<file path="config.mk">
export PLATFORM = sky130hd
export DESIGN_NAME = bcd_to_bin_seq
export DESIGN_NICKNAME = d
export VERILOG_FILES = /design/src/rtl/bcd_pkg.sv /design/src/rtl/bcd_mac10.sv /design/src/rtl/bcd_to_bin_seq.sv
export SDC_FILE = /design/constraint.sdc
export NUM_CORES = 1
export LEC_CHECK = 0
export CORE_AREA = 2 2 123 113
export CTS_BUF_LIST = sky130_fd_sc_hd__clkbuf_16
export CTS_CLUSTER_DIAMETER = 100
export DETAILED_ROUTE_END_ITERATION = 10
export DIE_AREA = 0 0 125 115
export PLACE_DENSITY_LB_ADDON = 0.15
export SYNTH_ARGS = -nofsm -noshare
export SYNTH_HDL_FRONTEND = slang
export SYNTH_HIERARCHICAL = 1
export SYNTH_SLANG_ARGS = --single-unit
export TNS_END_PERCENT = 1
</file>
<file path="constraint.sdc">
create_clock -name clk -period 7.5 [get_ports clk]
set_input_delay 1.125 -clock clk [delete_from_list [all_inputs] [get_ports clk]]
set_output_delay 1.125 -clock clk [all_outputs]
set_load 0.1 [all_outputs]
</file>
<file path="src/rtl/bcd_pkg.sv">
// Shared constants and FSM state type for the sequential BCD-to-binary converter.
package bcd_pkg;

    localparam int unsigned DIGIT_W    = 4;
    localparam int unsigned BCD_DIGITS = 10;
    localparam int unsigned ACC_W      = 34;

    typedef enum logic [1:0] {
        IDLE,
        CONV,
        DONE
    } state_t;

endpackage

</file>
<file path="src/rtl/bcd_mac10.sv">
// Combinational multiply-by-ten-and-add step: acc_o = acc_i*10 + digit_i.
module bcd_mac10
    import bcd_pkg::*;
(
    input  logic [ACC_W-1:0]   acc_i,
    input  logic [DIGIT_W-1:0] digit_i,
    output logic [ACC_W-1:0]   acc_o
);

    always_comb begin
        acc_o = (acc_i << 3) + (acc_i << 1) + {{(ACC_W-DIGIT_W){1'b0}}, digit_i};
    end

endmodule

</file>
<file path="src/rtl/bcd_to_bin_seq.sv">
// Iterative BCD-to-binary converter, one digit per clock, MSD first.
// Define BCD2BIN_ERR_CHK_EN to flag digits above 9 and results above 2^32-1.
module bcd_to_bin_seq
    import bcd_pkg::*;
#(
    parameter int unsigned NDIG  = 10,
    parameter int unsigned OUT_W = 32
) (
    input  logic                          clk,
    input  logic                          rst_n,
    input  logic                          in_valid,
    output logic                          in_ready,
    input  logic [DIGIT_W*BCD_DIGITS-1:0] bcd_in,
    output logic                          out_valid,
    input  logic                          out_ready,
    output logic [OUT_W-1:0]              bin_out,
    output logic                          err,
    output logic                          busy
);

    localparam int unsigned SR_W = DIGIT_W * NDIG;

    state_t             state_q, state_d;
    logic [SR_W-1:0]    sr_q, sr_d;
    logic [ACC_W-1:0]   acc_q, acc_d, acc_next;
    logic [3:0]         cnt_q, cnt_d;
    logic [OUT_W-1:0]   bin_q, bin_d;
    logic               err_q, err_d;
    logic               in_ready_q, in_ready_d;
    logic               out_valid_q, out_valid_d;
    logic               busy_q, busy_d;
    logic [DIGIT_W-1:0] digit;

    assign digit = sr_q[SR_W-1 -: DIGIT_W];

    bcd_mac10 u_mac (
        .acc_i   (acc_q),
        .digit_i (digit),
        .acc_o   (acc_next)
    );

`ifdef BCD2BIN_ERR_CHK_EN
    logic err_flag_q, err_flag_d;
    logic digit_bad, err_fin;

    assign digit_bad = (digit > 4'd9);
    assign err_fin   = err_flag_q | digit_bad | (|acc_next[ACC_W-1:OUT_W]);
`endif

    always_comb begin
        state_d = state_q;
        sr_d    = sr_q;
        acc_d   = acc_q;
        cnt_d   = cnt_q;
        bin_d   = bin_q;
        err_d   = err_q;
`ifdef BCD2BIN_ERR_CHK_EN
        err_flag_d = err_flag_q;
`endif
        unique case (state_q)
            IDLE: begin
                if (in_valid) begin
                    sr_d    = bcd_in[SR_W-1:0];
                    acc_d   = '0;
                    cnt_d   = 4'(NDIG - 1);
                    state_d = CONV;
`ifdef BCD2BIN_ERR_CHK_EN
                    err_flag_d = 1'b0;
`endif
                end
            end
            CONV: begin
                acc_d = acc_next;
                sr_d  = sr_q << DIGIT_W;
                cnt_d = cnt_q - 4'd1;
`ifdef BCD2BIN_ERR_CHK_EN
                err_flag_d = err_flag_q | digit_bad;
`endif
                if (cnt_q == 4'd0) begin
                    state_d = DONE;
`ifdef BCD2BIN_ERR_CHK_EN
                    bin_d = err_fin ? '0 : acc_next[OUT_W-1:0];
                    err_d = err_fin;
`else
                    bin_d = acc_next[OUT_W-1:0];
                    err_d = 1'b0;
`endif
                end
            end
            DONE: begin
                // A coincident in_valid is left pending for the next IDLE cycle.
                if (out_ready) begin
                    state_d = IDLE;
                end
            end
            default: state_d = IDLE;
        endcase

        in_ready_d  = (state_d == IDLE);
        out_valid_d = (state_d == DONE);
        busy_d      = (state_d != IDLE);
    end

    always_ff @(posedge clk or negedge rst_n) begin
        if (!rst_n) begin
            state_q     <= IDLE;
            sr_q        <= '0;
            acc_q       <= '0;
            cnt_q       <= '0;
            bin_q       <= '0;
            err_q       <= 1'b0;
            in_ready_q  <= 1'b1;
            out_valid_q <= 1'b0;
            busy_q      <= 1'b0;
        end else begin
            state_q     <= state_d;
            sr_q        <= sr_d;
            acc_q       <= acc_d;
            cnt_q       <= cnt_d;
            bin_q       <= bin_d;
            err_q       <= err_d;
            in_ready_q  <= in_ready_d;
            out_valid_q <= out_valid_d;
            busy_q      <= busy_d;
        end
    end

`ifdef BCD2BIN_ERR_CHK_EN
    always_ff @(posedge clk or negedge rst_n) begin
        if (!rst_n) begin
            err_flag_q <= 1'b0;
        end else begin
            err_flag_q <= err_flag_d;
        end
    end
`endif

    assign in_ready  = in_ready_q;
    assign out_valid = out_valid_q;
    assign bin_out   = bin_q;
    assign err       = err_q;
    assign busy      = busy_q;

endmodule

</file>
==> flow_summary.json, run 1 <==
{
  "required_ns": 7.74,
  "crit_chain": "inv_1 > fa_1 > fa_1 > nand2b_1 > a21oi_1 > o211ai_1 > a31oi_1 > a22o_1 > nor3_1 > a311o_1 > mux2_4",
  "layout_commonest_cell": "dfrtp_1",
  "crit_path_max_incr_delay_ns": 0.52,
  "viasPerCell": 5.77,
  "tightest_slew_ns": 1.00,
  "clk_pin_slew_ns": 0.07,
  "fin_skew_ns": 0.00866,
  "io_pins": 80,
  "dr.pass1.iters": 5,
  "worstSetupEndpointType": "flip-flop",
  "tns_ns": 0,
  "slew_headroom_pct": 32.8,
  "postCtsSetupBuffers": 0,
  "fin_crit_ns": 3.37,
  "cp_max_fo": 4,
  "cp_slowest_cell": "fa_1",
  "status": "finished clean",
  "cts_tree": "built",
  "grt_pass1_wl_mm": 24.2,
  "antenna_found_initial": 0,
  "drive_above_1_share_pct": 9.14,
  "dieArea_sq_um": 14400,
  "routed_wl_mm": 14.2,
  "hold_viol": 0,
  "gp_congestion": 0.895,
  "cts_hold_buf": 0,
  "avgSynthCellArea_sq_um": 10.6,
  "rows": 40,
  "cts_resized": 0,
  "die_h_um": 115,
  "syn2layout_area_growth_pct": 16.5,
  "wl_per_cell_um": 16.3,
  "drc_errors": 0,
  "hold_class": "reg2reg",
  "cts_sinks": 112,
  "grt_use_total_pct": 20.6,
  "overflow": 0,
  "cp_top_family": "compound AO/OA/AOI/OAI gates",
  "cts.path.max_buffers": 2,
  "setup_viol": 0,
  "startpoint_type": "flip-flop",
  "fp.dieW_um": 125,
  "crit_type": "reg2reg",
  "htree_levels": 3,
  "dp_hpwl_mm": 10.1,
  "drtAntennaViolNets": 0,
  "grt_pass1_vias": 4996,
  "min_period_over_period_pct": 44.9,
  "port_buffers": 78,
  "place_area_sq_um": 7600,
  "max-cap-violations": 0,
  "syn-instance-count": 637,
  "final_cell_area_sq_um": 7880,
  "synth_area_sq_um": 6760,
  "cts_made_buffers": 9,
  "whs_ns": 0.484,
  "coreArea_sq_um": 13100,
  "final_cell_mix": "dfrtp_1, clkdlybuf4s50_1, ha_1",
  "ys_warn_count": 6,
  "insertedDiodeCount": 0,
  "fin_nets": 804,
  "slew_violations": 0,
  "clockRootBuffer": "clkbuf_16",
  "start_util_pct": 51.6,
  "worstSkewPairLatency_ns": 0.36,
  "max_clock_freq_mhz": 297,
  "syn_nets": 745,
  "grt_start_max_net_pins": 77,
  "vias": 5005,
  "rsz0062_at_grt": "false",
  "critPathArrivalTime_ns": 3.60,
  "crit_top_cell": "fa_1",
  "path_buf_inv": 1,
  "dr.first_iter.drc_count": 253
}
[registers in the layout, summed over array words and instances (netlist names)]
| name | count |
|---|---|
| sr_q | 40 |
| bin_out | 32 |
| acc_q | 31 |
| cnt_q | 4 |
| state_q | 2 |
| busy | 1 |
| in_ready | 1 |
| out_valid | 1 |
[tightest hold or removal path: stages (launching register included)]
cell and delay [ns]:
dfrtp_1 0.35, nand2_1 0.05, o21ai_0 0.06
[path summary, 6_finish.rpt]
path	from	to	slack, ns	cells past startpoint
max in group asynchronous	rst_n	cnt_q[2]$_DFFE_PN0P_	5.48	2
worst min register to register	sr_q[7]$_DFFE_PN0P_	sr_q[7]$_DFFE_PN0P_	0.48	2
worst max-delay path	acc_q[0]$_DFFE_PN0P_	bin_out[20]$_DFFE_PN0P_	4.13	11
worst min-delay path	sr_q[7]$_DFFE_PN0P_	sr_q[7]$_DFFE_PN0P_	0.48	2
min in group asynchronous	rst_n	bin_out[17]$_DFFE_PN0P_	0.77	1
worst max register to register	acc_q[0]$_DFFE_PN0P_	bin_out[20]$_DFFE_PN0P_	4.13	11
[layout make-up]
class | count | area, sq um
Tap cell | 168 | 210
Sequential cell | 112 | 2800
Clock buffer | 9 | 225
Timing Repair Buffer | 83 | 816
Clock inverter | 6 | 55.1
Multi-Input combinational cell | 472 | 3700
Fill cell | 1118 | 5230
Inverter | 18 | 67.6
[through the flow]
step | cells | setup WS [ns] | utilization, %
after detailed placement | 853 | 4.12 | 58.0
after floorplan | 637 | 4.45 | -
after CTS | 868 | 4.14 | 60.1
after global placement | 853 | 4.22 | 58.0
after global routing | 868 | 3.89 | 60.1
final | 868 | 4.13 | 60.1
[routing by layer]
layer	global-route usage, %	part of all wire [%]	vias to the layer above
met5	0	0	-
met4	5.70	1.5	0
met3	4.70	4.1	18
met2	32.4	46	105
met1	29.1	49	2450
li1	-	-	2432
Power of run 1 is not shown: default switching activity piles up to over one toggle a cycle in this logic, so the estimate is an artifact.
==> inputs of run 2 (changes only) <==
--- a/config.mk
+++ b/config.mk
@@ -5,11 +5,11 @@
 export SDC_FILE = /design/constraint.sdc
 export NUM_CORES = 1
 export LEC_CHECK = 0
-export CORE_AREA = 2 2 123 113
+export CORE_AREA = 2 2 126 116
 export CTS_BUF_LIST = sky130_fd_sc_hd__clkbuf_16
 export CTS_CLUSTER_DIAMETER = 100
 export DETAILED_ROUTE_END_ITERATION = 10
-export DIE_AREA = 0 0 125 115
+export DIE_AREA = 0 0 128 118
 export PLACE_DENSITY_LB_ADDON = 0.15
 export SYNTH_ARGS = -nofsm -noshare
 export SYNTH_HDL_FRONTEND = slang
==> constraint.sdc (replaced) <==
create_clock -name clk -period 2.85 [get_ports clk]
set_input_delay 0.4275 -clock clk [delete_from_list [all_inputs] [get_ports clk]]
set_output_delay 0.4275 -clock clk [all_outputs]
set_load 0.1 [all_outputs]
==> run 2 against run 1 <==
Effect of this change:
- the flow now finishes with violations (negative setup slack)
- maximum frequency grew 12%
- flip-flop and latch count is the same
- global-route usage grew 0.079 points
==> flow_summary.json, run 2 (same netlist as run 1, synthesis figures left out) <==
{
  "fillerInstances": 1132,
  "wl_per_cell_um": 16.4,
  "pre_cts_ws_ns": -0.265,
  "crit_type": "reg2reg",
  "final_cell_mix": "dfrtp_1, buf_4, ha_1",
  "finalCoreUtilization_pct": 60.8,
  "hold_viol": 0,
  "drtAntennaViolNets": 0,
  "fin_skew_ns": 0.00832,
  "io_pins": 80,
  "failed_checks": "negative setup slack",
  "r2r_slack_ns": -0.15,
  "status": "finished with violations",
  "rr_endpoint": "bin_out[31]$_DFFE_PN0P_",
  "antenna_found_initial": 0,
  "final-seq-area_sq_um": 2800,
  "fin_nets": 846,
  "rsz0062_at_grt": "true",
  "cp_max_fo": 3,
  "dr.pass1.iters": 4,
  "critPathArrivalTime_ns": 3.25,
  "multi_input_comb_area_sq_um": 3890,
  "overflow": 0,
  "dr.first_iter.drc_count": 303,
  "setup_viol": 20,
  "clk_pin_slew_ns": 0.08,
  "crit_path_max_incr_delay_ns": 0.59,
  "vias": 5103,
  "worst_slack_ns": -0.147,
  "largest_reg_flops": 40,
  "fin_crit_ns": 3.00,
  "worstSkewPairLatency_ns": 0.36,
  "fin_cells": 915,
  "fp.dieW_um": 128,
  "cts_tree": "built",
  "min_period_over_period_pct": 105,
  "r2r_cells": 12,
  "startpoint_type": "flip-flop",
  "max_clock_freq_mhz": 334,
  "grt_pass1_vias": 5170,
  "regMostFlops": "sr_q",
  "required_ns": 3.10,
  "insertedDiodeCount": 0,
  "place_area_sq_um": 7880,
  "dieArea_sq_um": 15100,
  "drive_above_1_share_pct": 23.3,
  "viasPerCell": 5.58,
  "die_h_um": 118,
  "grt_pass1_wl_mm": 25.2,
  "rows": 41,
  "syn2layout_area_growth_pct": 23.6,
  "clockRootBuffer": "clkbuf_16",
  "routed_wl_mm": 15.0,
  "htree_levels": 3,
  "hold_class": "in2async",
  "r2r_start": "acc_q[2]$_DFFE_PN0P_",
  "slew_headroom_pct": 57.1,
  "tightest_slew_ns": 0.643,
  "layout_commonest_cell": "dfrtp_1",
  "start_util_pct": 49.2,
  "crit_top_cell": "inv_2",
  "worstSetupEndpointType": "flip-flop",
  "crit_chain": "inv_2 > fa_1 > inv_2 > ha_4 > a211o_1 > a211oi_2 > o211ai_2 > nand2_2 > or4_4 > a21o_1 > o311a_1 > mux2_2",
  "max-cap-violations": 0,
  "final_cell_area_sq_um": 8360,
  "grt_use_total_pct": 20.7,
  "cp_slowest_cell": "fa_1",
  "cts_hold_buf": 0,
  "dp_hpwl_mm": 10.8,
  "slew_violations": 0,
  "cts.path.max_buffers": 2,
  "port_buffers": 78,
  "gp_congestion": 0.923,
  "cts_sinks": 112,
  "placedCellCount": 899,
  "grt_start_max_net_pins": 77,
  "cts_made_buffers": 9,
  "coreArea_sq_um": 13700,
  "drc_errors": 0
}
[run 2: changes by cell type in the layout (fill, tap and decap cells not counted), sizes merged]
| cell | previous run | this run |
|---|---|---|
| buf | 6 | 83 |
| clkdlybuf4s50 | 77 | 42 |
| clkinvlp | 0 | 1 |
[run 2: critical path, delay by kind of cell, from the launching register on]
family / cells / cell delay, ns
compound gates: 5 / 0.76
fa+ha+maj: 2 / 0.85
buf+inv: 2 / 0.11
flops: 1 / 0.37
mux: 1 / 0.25
simple gates: 2 / 0.52
[run 2: final cells by class]
cell class | count | area share (%)
multi-input cells | 472 | 46.6
flip-flops and latches | 112 | 33.6
repair buffers | 125 | 12.8
clock buffers | 9 | 2.70
well taps | 172 | 2.58
clock inverters | 7 | 0.943
inverters | 18 | 0.809
[run 2: repair_timing]
action,4_1_cts,5_1_grt
pin swaps,13,15
setup endpoints to repair,28,33
resized for setup,14,19
buffers inserted,0,0
[run 2: how the worst max path moves through the flow]
stage / depth (start not counted) / from / end
finish: 12 / acc_q[2]$_DFFE_PN0P_ / bin_out[31]$_DFFE_PN0P_
global route: 12 / acc_q[2]$_DFFE_PN0P_ / bin_out[31]$_DFFE_PN0P_
floorplan: 12 / sr_q[39]$_DFFE_PN0P_ / bin_out[31]$_DFFE_PN0P_
detailed placement: 12 / sr_q[39]$_DFFE_PN0P_ / bin_out[29]$_DFFE_PN0P_
global placement: 12 / sr_q[39]$_DFFE_PN0P_ / bin_out[29]$_DFFE_PN0P_
CTS: 12 / acc_q[0]$_DFFE_PN0P_ / bin_out[29]$_DFFE_PN0P_
[run 2: routing by layer]
layer	vias to the layer above	share of wire, %	GRT usage (%)
met5	-	0	0
met4	0	0.92	4.88
met3	10	3.5	4.64
met2	81	47	32.0
met1	2501	49	29.7
li1	2511	-	-
[run 2: through the flow]
stage,hold WS [ns],setup TNS (ns)
after floorplan,0.132,-0.0601
after global placement,0.420,-1.89
after detailed placement,0.437,-3.22
after CTS,0.0442,-2.00
after global routing,0.0758,-4.49
final,0.0372,-1.34
Power of run 2 is left out for the same reason.
==> inputs of run 3 (changes only) <==
--- a/config.mk
+++ b/config.mk
@@ -11,6 +11,7 @@
 export DETAILED_ROUTE_END_ITERATION = 10
 export DIE_AREA = 0 0 128 118
 export PLACE_DENSITY_LB_ADDON = 0.15
+export REMOVE_ABC_BUFFERS = 1
 export SYNTH_ARGS = -nofsm -noshare
 export SYNTH_HDL_FRONTEND = slang
 export SYNTH_HIERARCHICAL = 1
==> run 3 against run 2 <==
Effect of this change:
- critical path depth is the same
- wire length rose by 6.0%
- hold slack improved by 0.43 ns
- via count is 2.7% higher
- first-iteration DRC count rose by 9.2%
- the run still ends with negative setup slack left
- core utilization increased by 0.94 points
- maximum frequency down 3.4%
- non-clock buffer count rose by 18
- setup slack got worse by 0.10 ns
- count of clock-buffer cells in the layout unchanged
- cell area grew 1.5%
- register-to-register slack got worse by 0.10 ns
==> flow_summary.json, run 3 (same netlist as run 1, synthesis figures left out) <==
{
  "worst_slack_ns": -0.252,
  "fin_cells": 933,
  "r2r_cells": 12,
  "failed_checks": "negative setup slack",
  "rows": 41,
  "grt_pass1_vias": 5455,
  "r2r_slack_ns": -0.25,
  "hold_class": "in2async",
  "crit_type": "reg2reg",
  "fin_skew_ns": 0.0120,
  "setup_viol": 25,
  "rsz0062_at_grt": "true",
  "grt_pass1_wl_mm": 26.8,
  "startpoint_type": "flip-flop",
  "largest_reg_flops": 40,
  "final_cell_area_sq_um": 8490,
  "slew_headroom_pct": 31.9,
  "tightest_slew_ns": 1.02,
  "required_ns": 3.09,
  "wl_per_cell_um": 17.1,
  "rr_endpoint": "bin_out[21]$_DFFE_PN0P_",
  "syn2layout_area_growth_pct": 25.5,
  "cp_max_fo": 3,
  "insertedDiodeCount": 0,
  "drtAntennaViolNets": 0,
  "dr.pass1.iters": 4,
  "overflow": 0,
  "die_h_um": 118,
  "final-seq-area_sq_um": 2800,
  "fin_crit_ns": 3.10,
  "max-cap-violations": 0,
  "min_period_over_period_pct": 109,
  "fp.dieW_um": 128,
  "grt_use_total_pct": 22.0,
  "status": "finished with violations",
  "layout_commonest_cell": "dfrtp_1",
  "io_pins": 80,
  "clk_pin_slew_ns": 0.07,
  "dr.first_iter.drc_count": 331,
  "antenna_found_initial": 0,
  "worstSkewPairLatency_ns": 0.36,
  "slew_violations": 0,
  "grt_start_max_net_pins": 97,
  "whs_ns": 0.472,
  "cts.path.max_buffers": 2,
  "drc_errors": 0,
  "vias": 5241,
  "port_buffers": 78,
  "place_area_sq_um": 7950,
  "max_clock_freq_mhz": 322,
  "placedCellCount": 911,
  "dieArea_sq_um": 15100,
  "final_cell_mix": "dfrtp_1, buf_4, ha_1",
  "cts_made_buffers": 9,
  "clockRootBuffer": "clkbuf_16",
  "viasPerCell": 5.62,
  "cts_sinks": 112,
  "drive_above_1_share_pct": 25.4,
  "cts_tree": "built",
  "fillerInstances": 1165,
  "finalCoreUtilization_pct": 61.7,
  "multi_input_comb_area_sq_um": 3880,
  "htree_levels": 3,
  "worstSetupEndpointType": "flip-flop",
  "start_util_pct": 49.2,
  "critPathArrivalTime_ns": 3.34,
  "coreArea_sq_um": 13700,
  "gp_congestion": 0.944,
  "r2r_start": "acc_q[0]$_DFFE_PN0P_",
  "fin_nets": 864,
  "dp_hpwl_mm": 11.1,
  "routed_wl_mm": 15.9,
  "regMostFlops": "sr_q",
  "hold_viol": 0
}
## run 3: changes by cell type in the layout (fill, tap and decap cells not counted), moves of 2 or more
cell     previous run  this run
buf_6               1         3
xnor2_2             2         4
buf_4              80        95
xnor2_1            12        10
inv_6               2         4
## run 3: critical path: stages (launching register included)
cell      delay (ns)
dfrtp_1         0.36
inv_2           0.05
fa_2            0.60
inv_2           0.05
ha_4            0.21
a211o_1         0.29
a211oi_2        0.33
o211ai_2        0.17
a21boi_2        0.23
buf_4           0.15
o311ai_1        0.10
xor2_1          0.17
mux2_4          0.28
## run 3: cell type report
class,count,share of cell area (%)
multi-input cells,472,45.8
flip-flops and latches,112,33.0
repair buffers,143,14.3
clock buffers,9,2.65
well taps,172,2.54
clock inverters,7,0.870
inverters,18,0.796
## run 3: timing repair
| item | 4_1_cts | 5_1_grt |
|---|---|---|
| pin swaps | 24 | 16 |
| resized for setup | 22 | 17 |
| setup endpoints to repair | 37 | 37 |
| endpoints found under the hold margin | 15 | 0 |
| buffers inserted | 1 | 4 |
| hold buffers | 1 | 0 |
## run 3: worst max path at each step
stage	from	to	cells after the start
detailed placement	acc_q[0]$_DFFE_PN0P_	bin_out[18]$_DFFE_PN0P_	12
CTS	sr_q[39]$_DFFE_PN0P_	bin_out[29]$_DFFE_PN0P_	12
global placement	acc_q[0]$_DFFE_PN0P_	bin_out[29]$_DFFE_PN0P_	12
global route	acc_q[0]$_DFFE_PN0P_	bin_out[19]$_DFFE_PN0P_	12
floorplan	acc_q[0]$_DFFE_PN0P_	bin_out[20]$_DFFE_PN0P_	11
finish	acc_q[0]$_DFFE_PN0P_	bin_out[21]$_DFFE_PN0P_	12
## run 3: per-layer routing
| layer | GRT usage, % | routed length (um) | vias to the layer above |
|---|---|---|---|
| met5 | 0 | 0 | - |
| met4 | 5.29 | 181 | 0 |
| met3 | 5.41 | 628 | 17 |
| met2 | 37.2 | 8030 | 91 |
| met1 | 28.5 | 7100 | 2590 |
| li1 | - | - | 2543 |
## run 3: per-stage QoR
stage / setup TNS [ns] / setup slack (ns)
finish: -2.88 / -0.252
global route: -6.56 / -0.379
CTS: -2.74 / -0.268
detailed placement: -6.23 / -0.326
global placement: -5.10 / -0.280
floorplan: -3.44 / -0.203
Power of run 3 is left out for the same reason.
